$ cat src/rtl/muldiv_iter_unit.sv
// Iterative multiply/divide unit with architectural HI/LO registers.
// Radix-2 shift/add multiplier and restoring divider over a shared 2*WIDTH
// accumulator. Signed operations run on magnitudes, and the sign is fixed up
// in the final cycle. MTHI/MTLO write HI/LO directly from IDLE.
//
// state | meaning
// ------+-------------------------------------------------------------
// IDLE  | waiting for start; MTHI/MTLO commit here
// PREP  | take operand magnitudes, record signs, load accumulator
// RUN   | one shift/add or shift/subtract iteration per cycle
// FIX   | sign correction, HI/LO commit, done pulse
module muldiv_iter_unit #(
   parameter int WIDTH = 32,
   parameter int CNT_W = $clog2(WIDTH)
) (
   input  logic             clk,
   input  logic             rst,
   input  logic             start,
   input  logic [1:0]       op,
   input  logic             signed_op,
   input  logic [WIDTH-1:0] a,
   input  logic [WIDTH-1:0] b,
   input  logic             flush,
   input  logic             hi0_lo1_sel,
   output logic [WIDTH-1:0] hilo_rd,
   output logic             busy,
   output logic             done,
   output logic             div_by_zero
);

   localparam logic [1:0] OP_MUL  = 2'b00;
   localparam logic [1:0] OP_DIV  = 2'b01;
   localparam logic [1:0] OP_MTHI = 2'b10;
   localparam logic [1:0] OP_MTLO = 2'b11;

   typedef enum logic [1:0] {S_IDLE, S_PREP, S_RUN, S_FIX} state_t;

   state_t             state_q, state_d;
   logic [CNT_W-1:0]   cnt_q;
   logic [WIDTH-1:0]   opa_q, opb_q;
   logic [2*WIDTH-1:0] acc_q, acc_step, prod_fix;
   logic               is_mul_q, sgn_q, neg_q, rneg_q, dz_q;
   logic [WIDTH-1:0]   hi_q, lo_q, hi_d, lo_d;
   logic               busy_q, done_q, dbz_q, busy_d, done_d, dbz_d;
   logic               launch, a_neg, b_neg;
   logic [WIDTH-1:0]   mag_a, mag_b;
   logic [WIDTH:0]     mul_sum, rem_sh;
   logic [WIDTH-1:0]   rem_sub;
   logic               rem_ge;

   assign launch   = start && !flush && (op == OP_MUL || op == OP_DIV);
   // opb_q still holds the raw divisor/multiplier while in PREP
   assign a_neg    = sgn_q & opa_q[WIDTH-1];
   assign b_neg    = sgn_q & opb_q[WIDTH-1];
   assign mag_a    = a_neg ? -opa_q : opa_q;
   assign mag_b    = b_neg ? -opb_q : opb_q;
   assign prod_fix = neg_q ? -acc_q : acc_q;

   assign hilo_rd     = hi0_lo1_sel ? lo_q : hi_q;
   assign busy        = busy_q;
   assign done        = done_q;
   assign div_by_zero = dbz_q;

   // State register
   always_ff @(posedge clk or negedge rst) begin
      if (!rst) state_q <= S_IDLE;
      else      state_q <= state_d;
   end

   // Next-state logic; flush wins over every in-flight state
   always_comb begin
      state_d = state_q;
      case (state_q)
         S_IDLE: if (launch) state_d = S_PREP;
         S_PREP: state_d = S_RUN;
         S_RUN:  if (cnt_q == '0) state_d = S_FIX;
         S_FIX:  state_d = S_IDLE;
         default: state_d = S_IDLE;
      endcase
      if (flush && state_q != S_IDLE) state_d = S_IDLE;
   end

   // One multiply or divide iteration on the accumulator
   always_comb begin
      mul_sum = {1'b0, acc_q[2*WIDTH-1:WIDTH]} + {1'b0, opb_q};
      rem_sh  = acc_q[2*WIDTH-1:WIDTH-1];
      // a set top bit means the shifted remainder already exceeds any divisor
      rem_ge  = rem_sh[WIDTH] | (rem_sh[WIDTH-1:0] >= opb_q);
      rem_sub = rem_sh[WIDTH-1:0] - opb_q;
      if (is_mul_q) begin
         if (acc_q[0]) acc_step = {mul_sum, acc_q[WIDTH-1:1]};
         else          acc_step = {1'b0, acc_q[2*WIDTH-1:1]};
      end else begin
         acc_step = {(rem_ge ? rem_sub : rem_sh[WIDTH-1:0]), acc_q[WIDTH-2:0], rem_ge};
      end
   end

   // Output and HI/LO next values
   always_comb begin
      busy_d = (state_d != S_IDLE);
      done_d = (state_q == S_FIX) && !flush;
      dbz_d  = done_d && dz_q;
      hi_d   = hi_q;
      lo_d   = lo_q;
      if (state_q == S_IDLE && start && !flush) begin
         if (op == OP_MTHI)      hi_d = a;
         else if (op == OP_MTLO) lo_d = a;
      end
      if (done_d) begin
         if (is_mul_q) begin
            {hi_d, lo_d} = prod_fix;
         end else if (dz_q) begin
            hi_d = opa_q;
            lo_d = '1;
         end else begin
            lo_d = neg_q  ? -acc_q[WIDTH-1:0]       : acc_q[WIDTH-1:0];
            hi_d = rneg_q ? -acc_q[2*WIDTH-1:WIDTH] : acc_q[2*WIDTH-1:WIDTH];
         end
      end
   end

   // Operand latch, preparation and iteration datapath
   always_ff @(posedge clk or negedge rst) begin
      if (!rst) begin
         cnt_q    <= '0;
         opa_q    <= '0;
         opb_q    <= '0;
         acc_q    <= '0;
         is_mul_q <= 1'b0;
         sgn_q    <= 1'b0;
         neg_q    <= 1'b0;
         rneg_q   <= 1'b0;
         dz_q     <= 1'b0;
      end else begin
         case (state_q)
            S_IDLE: if (launch) begin
               opa_q    <= a;
               opb_q    <= b;
               is_mul_q <= (op == OP_MUL);
               sgn_q    <= signed_op;
            end
            S_PREP: begin
               opb_q  <= is_mul_q ? mag_a : mag_b;
               acc_q  <= {{WIDTH{1'b0}}, (is_mul_q ? mag_b : mag_a)};
               cnt_q  <= CNT_W'(WIDTH - 1);
               neg_q  <= a_neg ^ b_neg;
               rneg_q <= a_neg;
               dz_q   <= !is_mul_q && (opb_q == '0);
            end
            S_RUN: begin
               acc_q <= acc_step;
               if (cnt_q != '0) cnt_q <= cnt_q - CNT_W'(1);
            end
            default: ;
         endcase
      end
   end

   // Committed HI/LO and registered status outputs
   always_ff @(posedge clk or negedge rst) begin
      if (!rst) begin
         hi_q   <= '0;
         lo_q   <= '0;
         busy_q <= 1'b0;
         done_q <= 1'b0;
         dbz_q  <= 1'b0;
      end else begin
         hi_q   <= hi_d;
         lo_q   <= lo_d;
         busy_q <= busy_d;
         done_q <= done_d;
         dbz_q  <= dbz_d;
      end
   end

endmodule

$ cat config.mk
export PLATFORM = sky130hd
export DESIGN_NAME = muldiv_iter_unit
export DESIGN_NICKNAME = d
export VERILOG_FILES = /design/src/rtl/muldiv_iter_unit.sv
export SDC_FILE = /design/constraint.sdc
export NUM_CORES = 1
export LEC_CHECK = 0
export BUFFER_PORTS_ARGS = -buffer_cell sky130_fd_sc_hd__buf_2
export CAP_MARGIN = 0
export CORE_MARGIN = 10
export CORE_UTILIZATION = 45
export DETAILED_ROUTE_END_ITERATION = 6
export SLEW_MARGIN = 20
export SYNTH_ARGS = -nofsm -noshare
export SYNTH_HDL_FRONTEND = slang
export SYNTH_SLANG_ARGS = --single-unit
$ cat constraint.sdc
create_clock -name clk -period 4 [get_ports clk]
set_input_delay 0.8 -clock clk [delete_from_list [all_inputs] [get_ports clk]]
set_output_delay 0.8 -clock clk [all_outputs]
set_load 0.005 [all_outputs]
### Yosys cells after proc, flatten, opt, wreduce, memory -nomap -nowiden

Index checks and enable logic that the tools add are counted.
W data, S select, Z words.

| cells by class | value |
|---|---|
| add/subtract/negate cells | 8 |
| multipliers | 0 |
| div/mod/pow operators | 0 |
| order comparisons | 1 |
| equality and inequality tests | 9 |
| shift-type cells | 0 |
| multiplexer cells | 31 |
| bitwise operators | 4 |
| reduce and logical (&&, ||, !) cells | 28 |

Operators by type and width:

| operator | count |
|---|---|
| $mux W32 | 20 |
| $mux W64 | 3 |
| $neg A32 Y32 | 4 |
| $pmux W64 S2 | 1 |
| $neg A64 Y64 | 1 |
| $pmux W32 S2 | 1 |
| $add A32 B32 Y33 | 1 |
| $ge A32 B32 Y1 | 1 |
| $logic_not A32 Y1 | 1 |
| $sub A32 B32 Y32 | 1 |
| $reduce_bool A2 Y1 | 7 |
| $pmux W5 S2 | 1 |
| $eq A2 B2 Y1 const B | 4 |
| $logic_and A1 B1 Y1 | 8 |
| $pmux W2 S4 | 1 |
| $reduce_and A2 Y1 | 4 |
| $mux W2 | 3 |
| $ne A2 B2 Y1 const B | 3 |
| $logic_not A5 Y1 | 1 |
| $mux W5 | 1 |
| $reduce_bool A5 Y1 | 1 |
| $sub A5 B1 Y5 const B | 1 |
| $eq A2 B1 Y1 const B | 2 |
| $logic_not A2 Y1 | 2 |
| other kinds (6) | 8 |

| storage, ports and cells | value |
|---|---|
| flip-flop bits (word level) | 207 |
| bits in latches | 0 |
| RAM bits | 0 |
| ROM bits | 0 |
| input bits | 72 |
| output and inout bits | 35 |
| logic and storage cells | 96 |
| memories kept | 0 |

### Longest topological paths before layout

| depth | value |
|---|---|
| word-level depth | 7 |
| depth in mapped cells | 15 |

### Worst setup path after synthesis

Ideal clock, no wire load.

| timing path | value |
|---|---|
| path kind | flip-flop to flip-flop |
| start | reg acc_q[31] |
| end | reg acc_q[61] |
| data arrival time | 3.212 ns |
| data required time | 3.877 ns |
| path slack | 0.664 ns |
| stages on the path, launching flop included | 15 |
| path through | dfrtp_1 -> inv_1 -> ha_1 -> fa_1 -> nand2b_1 -> a211oi_1 -> o21ai_0 -> a211oi_1 -> nor3_1 -> o31ai_1 -> buf_2 -> nand2_1 -> a2111oi_0 -> o41a_1 -> a21oi_1 |

| between the ends | value |
|---|---|
| cells in the longest elaborated chain, start to end | 5 |
| elaborated cells on any way between the ends | 6 |
| those cells by class | add/sub (1); order compare (1); mux (3); bitwise (1) |

RTL lines:

| element | RTL line | source |
|---|---|---|
| from (decl) | 41 | `logic [2*WIDTH-1:0] acc_q, acc_step, prod_fix;` |
| from (signal assigned) | 144 | `acc_q <= {{WIDTH{1'b0}}, (is_mul_q ? mag_b : mag_a)};` |
| from (signal assigned) | 151 | `acc_q <= acc_step;` |
| $ge A32 B32 Y1 | 88 | `rem_ge = rem_sh[WIDTH] \| (rem_sh[WIDTH-1:0] >= opb_q);` |
| $or A1 B1 Y1 | 88 |  |
| $mux W32 * | 94 | `acc_step = {(rem_ge ? rem_sub : rem_sh[WIDTH-1:0]), acc_q[WIDTH-2:0], rem_ge};` |
| $mux W64 * | 90 | `if (is_mul_q) begin` |
| $pmux W64 S2 * | 135 | `case (state_q)` |

Every way passes the cells marked *; elsewhere a longest branch is shown, timed or not.
A chain may end at the register's enable or synchronous reset.

### Worst setup path in the final report

| timing path | value |
|---|---|
| start | reg acc_q[32] |
| end | reg acc_q[57] |

| between the ends | value |
|---|---|
| cells in the longest elaborated chain, start to end | 5 |
| elaborated cells on any way between the ends | 8 |
| those cells by class | add/sub (2); order compare (1); mux (4); bitwise (1) |

RTL lines:

| element | RTL line |
|---|---|
| $ge A32 B32 Y1 | 88 |
| $or A1 B1 Y1 | 88 |
| $mux W32 | 94 |
| $mux W64 * | 90 |
| $pmux W64 S2 * | 135 |

Marks and branches as above.

==> impl_metrics.py <==
metrics = {
    "drt": {
        "dr.first_iter.drc_count": 1836,
        "wire_per_inst_um": 24.01,
        "vias": 17770,
        "viasPerCell": 6.262,
        "first_pass_iters": 5,
        "drc": 0,
        "route.antenna.remaining_nets": 0,
        "drt-total-wl_um": 68140,
    },
    "cells_and_area": {
        "fillCellCount": 3893,
        "area.growth.synth_to_final_pct": 11.46,
        "nets": 2442,
        "diodes": 0,
        "fin_area_um2": 20430,
        "drive_gt1_frac": 0.1591,
    },
    "floorplanning": {
        "fp.dieH_um": 221.8,
        "rows": 73,
        "io_pins": 107,
        "die_x_um": 221.8,
        "dieArea_um2": 49200,
        "core_area_um2": 40010,
        "initial_core_util": 0.4581,
    },
    "timing": {
        "tightest_slew_ns": 0.8827,
        "setup_ws_ns": 0.3043,
        "rsz0062_at_grt": "false",
        "finalHoldViolCount": 0,
        "skew_ns": 0.01114,
        "fmax_mhz": 270.6,
        "slew-limit-headroom": 0.4115,
        "setup_viol": 0,
        "period_share": 0.9239,
        "hold_ws_ns": 0.2065,
        "maxSlewViolCount": 0,
        "fin_tns_setup_ns": 0,
        "min_period_ns": 3.696,
    },
    "cts": {
        "clk_pin_slew_worst_paths_ns": 0.06,
        "clock_latency_ns": 0.54,
        "cts-buffers-inserted": 25,
        "cts_root_buf": "clkbuf_16",
        "hold_buffers": 0,
        "clock_path_buffers": 3,
        "cts_htree_levels": 1,
        "post_cts_buffers": 0,
        "clock-sinks": 207,
        "cts_tree": "done",
    },
    "logic_synthesis": {
        "ys_seq_area_frac": 0.2827,
        "synthCells": 2254,
        "synth_top_cell_area_share": 0.2827,
        "avgSynthCellArea_um2": 8.131,
        "synthMuxAreaShare": 0.1137,
        "synthTopCellsByArea": "dfrtp_1, xnor2_1, nor2_1",
        "synth_top_family_by_area": "compound AO/OA/AOI/OAI gates",
        "yosys.area.top_type": "dfrtp_1",
        "synth_area_um2": 18330,
        "synth_compound_area_frac": 0.2237,
        "yosys.area_share.adder": 0.05202,
        "yosys.area_share.simple": 0.1822,
        "async_flop_share": 1.000,
        "yosys_most_used_dff": "dfrtp_1",
        "synth_nets": 2401,
        "synth-xor-area-share": 0.09415,
        "synth_seq_cells": 207,
        "synth_edf_count": 0,
        "ys_warn_count": 0,
        "synthDistinctLibCells": 85,
    },
    "status": {
        "status": "completed",
    },
    "global_routing": {
        "grt_pass1_vias": 17070,
        "use_met1": 0.3838,
        "antenna_found_initial": 1,
        "grt_use_met2": 0.3981,
        "grt_pass1_wl_um": 104900,
        "grt_busiest_layer": "met2",
        "gr-usage-met3": 0.04126,
        "grtUsageTotal": 0.2657,
        "grt_max_degree": 97,
        "gr-total-overflow": 0,
    },
    "placed_design": {
        "postPlaceCellArea_um2": 19520,
        "io_buffers": 106,
        "dpl.hpwl_um": 51860,
        "dp_slack_ns": 0.2810,
        "globalplace.congestion": 0.9537,
    },
    "setup_path": {
        "max_stage_delay_ns": 0.55,
        "crit_fanout": 9,
        "crit_path_start_kind": "flip-flop",
        "cp-end-kind": "flip-flop",
        "worst-setup-path-type": "reg -> reg",
        "crit_path_cell_trace": "ha_1 -> inv_1 -> fa_1 -> nand2b_1 -> a21oi_1 -> o21ai_0 -> a221oi_1 -> buf_4 -> a21oi_1 -> buf_4 -> o21ai_0 -> xnor2_1 -> a21oi_1 -> o21ai_0 -> o22ai_1",
        "cp.required_ns": 4.40,
        "arrival_ns": 4.10,
        "crit_slowest_cell": "dfrtp_1",
    },
    "pwr": {
        "p_leak_nw": 8.707,
        "ir_worst_vdd_mv": 0.3301,
        "power.density_nw_per_um2": 962.0,
    },
    "flow_run": {
        "cap_violations": 0,
    },
    "hold_path": {
        "hp-class": "in -> async",
    },
}
## cells by family (layout without fill, tap and decap cells)
| logic type | after synthesis | count (layout) |
|---|---|---|
| AO/OA/AOI/OAI | 623 | 623 |
| XOR/XNOR | 197 | 197 |
| adder cells (fa/ha/maj) | 75 | 75 |
| buffers and inverters | 250 | 309 |
| flip-flops | 207 | 207 |
| multiplexers | 168 | 168 |
| AND/OR/NAND/NOR | 734 | 734 |
## final timing paths
check,from,end,slack (ns),depth (start not counted)
min reg2reg,cnt_q[3]$_DFFE_PN0P_,cnt_q[3]$_DFFE_PN0P_,0.52,2
max,acc_q[32]$_DFFE_PN0P_,acc_q[57]$_DFFE_PN0P_,0.30,15
max in group asynchronous,rst,acc_q[46]$_DFFE_PN0P_,2.79,2
max reg2reg,acc_q[32]$_DFFE_PN0P_,acc_q[57]$_DFFE_PN0P_,0.30,15
min in group clk,signed_op,sgn_q$_DFFE_PN0P_,0.50,2
min,rst,lo_q[8]$_DFFE_PN0P_,0.21,1
## power breakdown
| group | leakage, nW | total (mW) | internal [mW] | switching, mW |
|---|---|---|---|---|
| registers | 2.50 | 4.66 | 3.08 | 1.59 |
| logic | 5.78 | 12.5 | 5.09 | 7.37 |
| clock network | 0.433 | 2.53 | 1.52 | 1.01 |
| total | 8.71 | 19.7 | 9.68 | 9.97 |
## synthesized netlist by cell type, types with 34 or more instances
cell	count
a21oi_1	155
inv_1	90
mux2i_1	62
xnor2_1	125
dfrtp_1	207
mux2_2	82
xor2_1	72
a21o_1	34
o21ai_0	152
nand3_1	36
nor2_1	267
a211oi_1	38
nand2_1	246
nor3_1	42
ha_1	73
clkbuf_1	128
## metrics by stage
stage / utilization / std cells / power (mW)
floorplan: - / 2254 / 12.93
global placement: 0.4879 / 2793 / 16.64
detailed placement: 0.4879 / 2793 / 16.79
CTS: 0.5104 / 2838 / 19.39
global route: 0.5106 / 2838 / 20.97
finish: 0.5106 / 2838 / 19.65
## metal layers
layer / up-vias / part of all wire
met5: - / 0
met4: 0 / 0.027
met3: 118 / 0.087
met2: 809 / 0.43
met1: 8635 / 0.46
li1: 8210 / -
## sequential cells by signal, summed over array words and instances (netlist names), 2 cells and up
| name | count |
|---|---|
| acc_q | 64 |
| hi_q | 32 |
| lo_q | 32 |
| opa_q | 32 |
| opb_q | 32 |
| cnt_q | 5 |
| state_q | 2 |
## layout make-up
type / count / area [µm²] / area share
Clock inverter: 14 / 195.2 / 0.009555
Multi-Input combinational cell: 1797 / 12260 / 0.6000
Sequential cell: 207 / 5187 / 0.2540
Tap cell: 525 / 656.9 / 0.03216
Clock buffer: 31 / 708.2 / 0.03467
Inverter: 94 / 352.8 / 0.01727
Timing Repair Buffer: 170 / 1071 / 0.05243
## critical path: cells and delay by family (launching register included)
| kind | cells | cell delay [ns] |
|---|---|---|
| xor gates and xnor gates | 1 | 0.15 |
| AOI/OAI and AO/OA | 8 | 1.61 |
| adders and majority gates | 2 | 0.64 |
| and+or+nand+nor | 1 | 0.20 |
| DFF | 1 | 0.55 |
| buffers and inverters | 3 | 0.41 |
## cell usage in the layout (no fill, tap or decap), drive strengths merged, types with 38 or more instances in the layout
master	n
nor3	43
inv	93
o21ai	156
dfrtp	207
nor2	268
buf	170
xnor2	125
mux2	82
a21oi	155
ha	73
xor2	72
mux2i	62
nand2	247
a211oi	38
## what timing repair did
item | in CTS | in global routing
hold endpoints to repair | 0 | 0
setup endpoints to repair | 0 | 5
gates resized for setup | 0 | 2
Power figures use the tool's default switching activity.
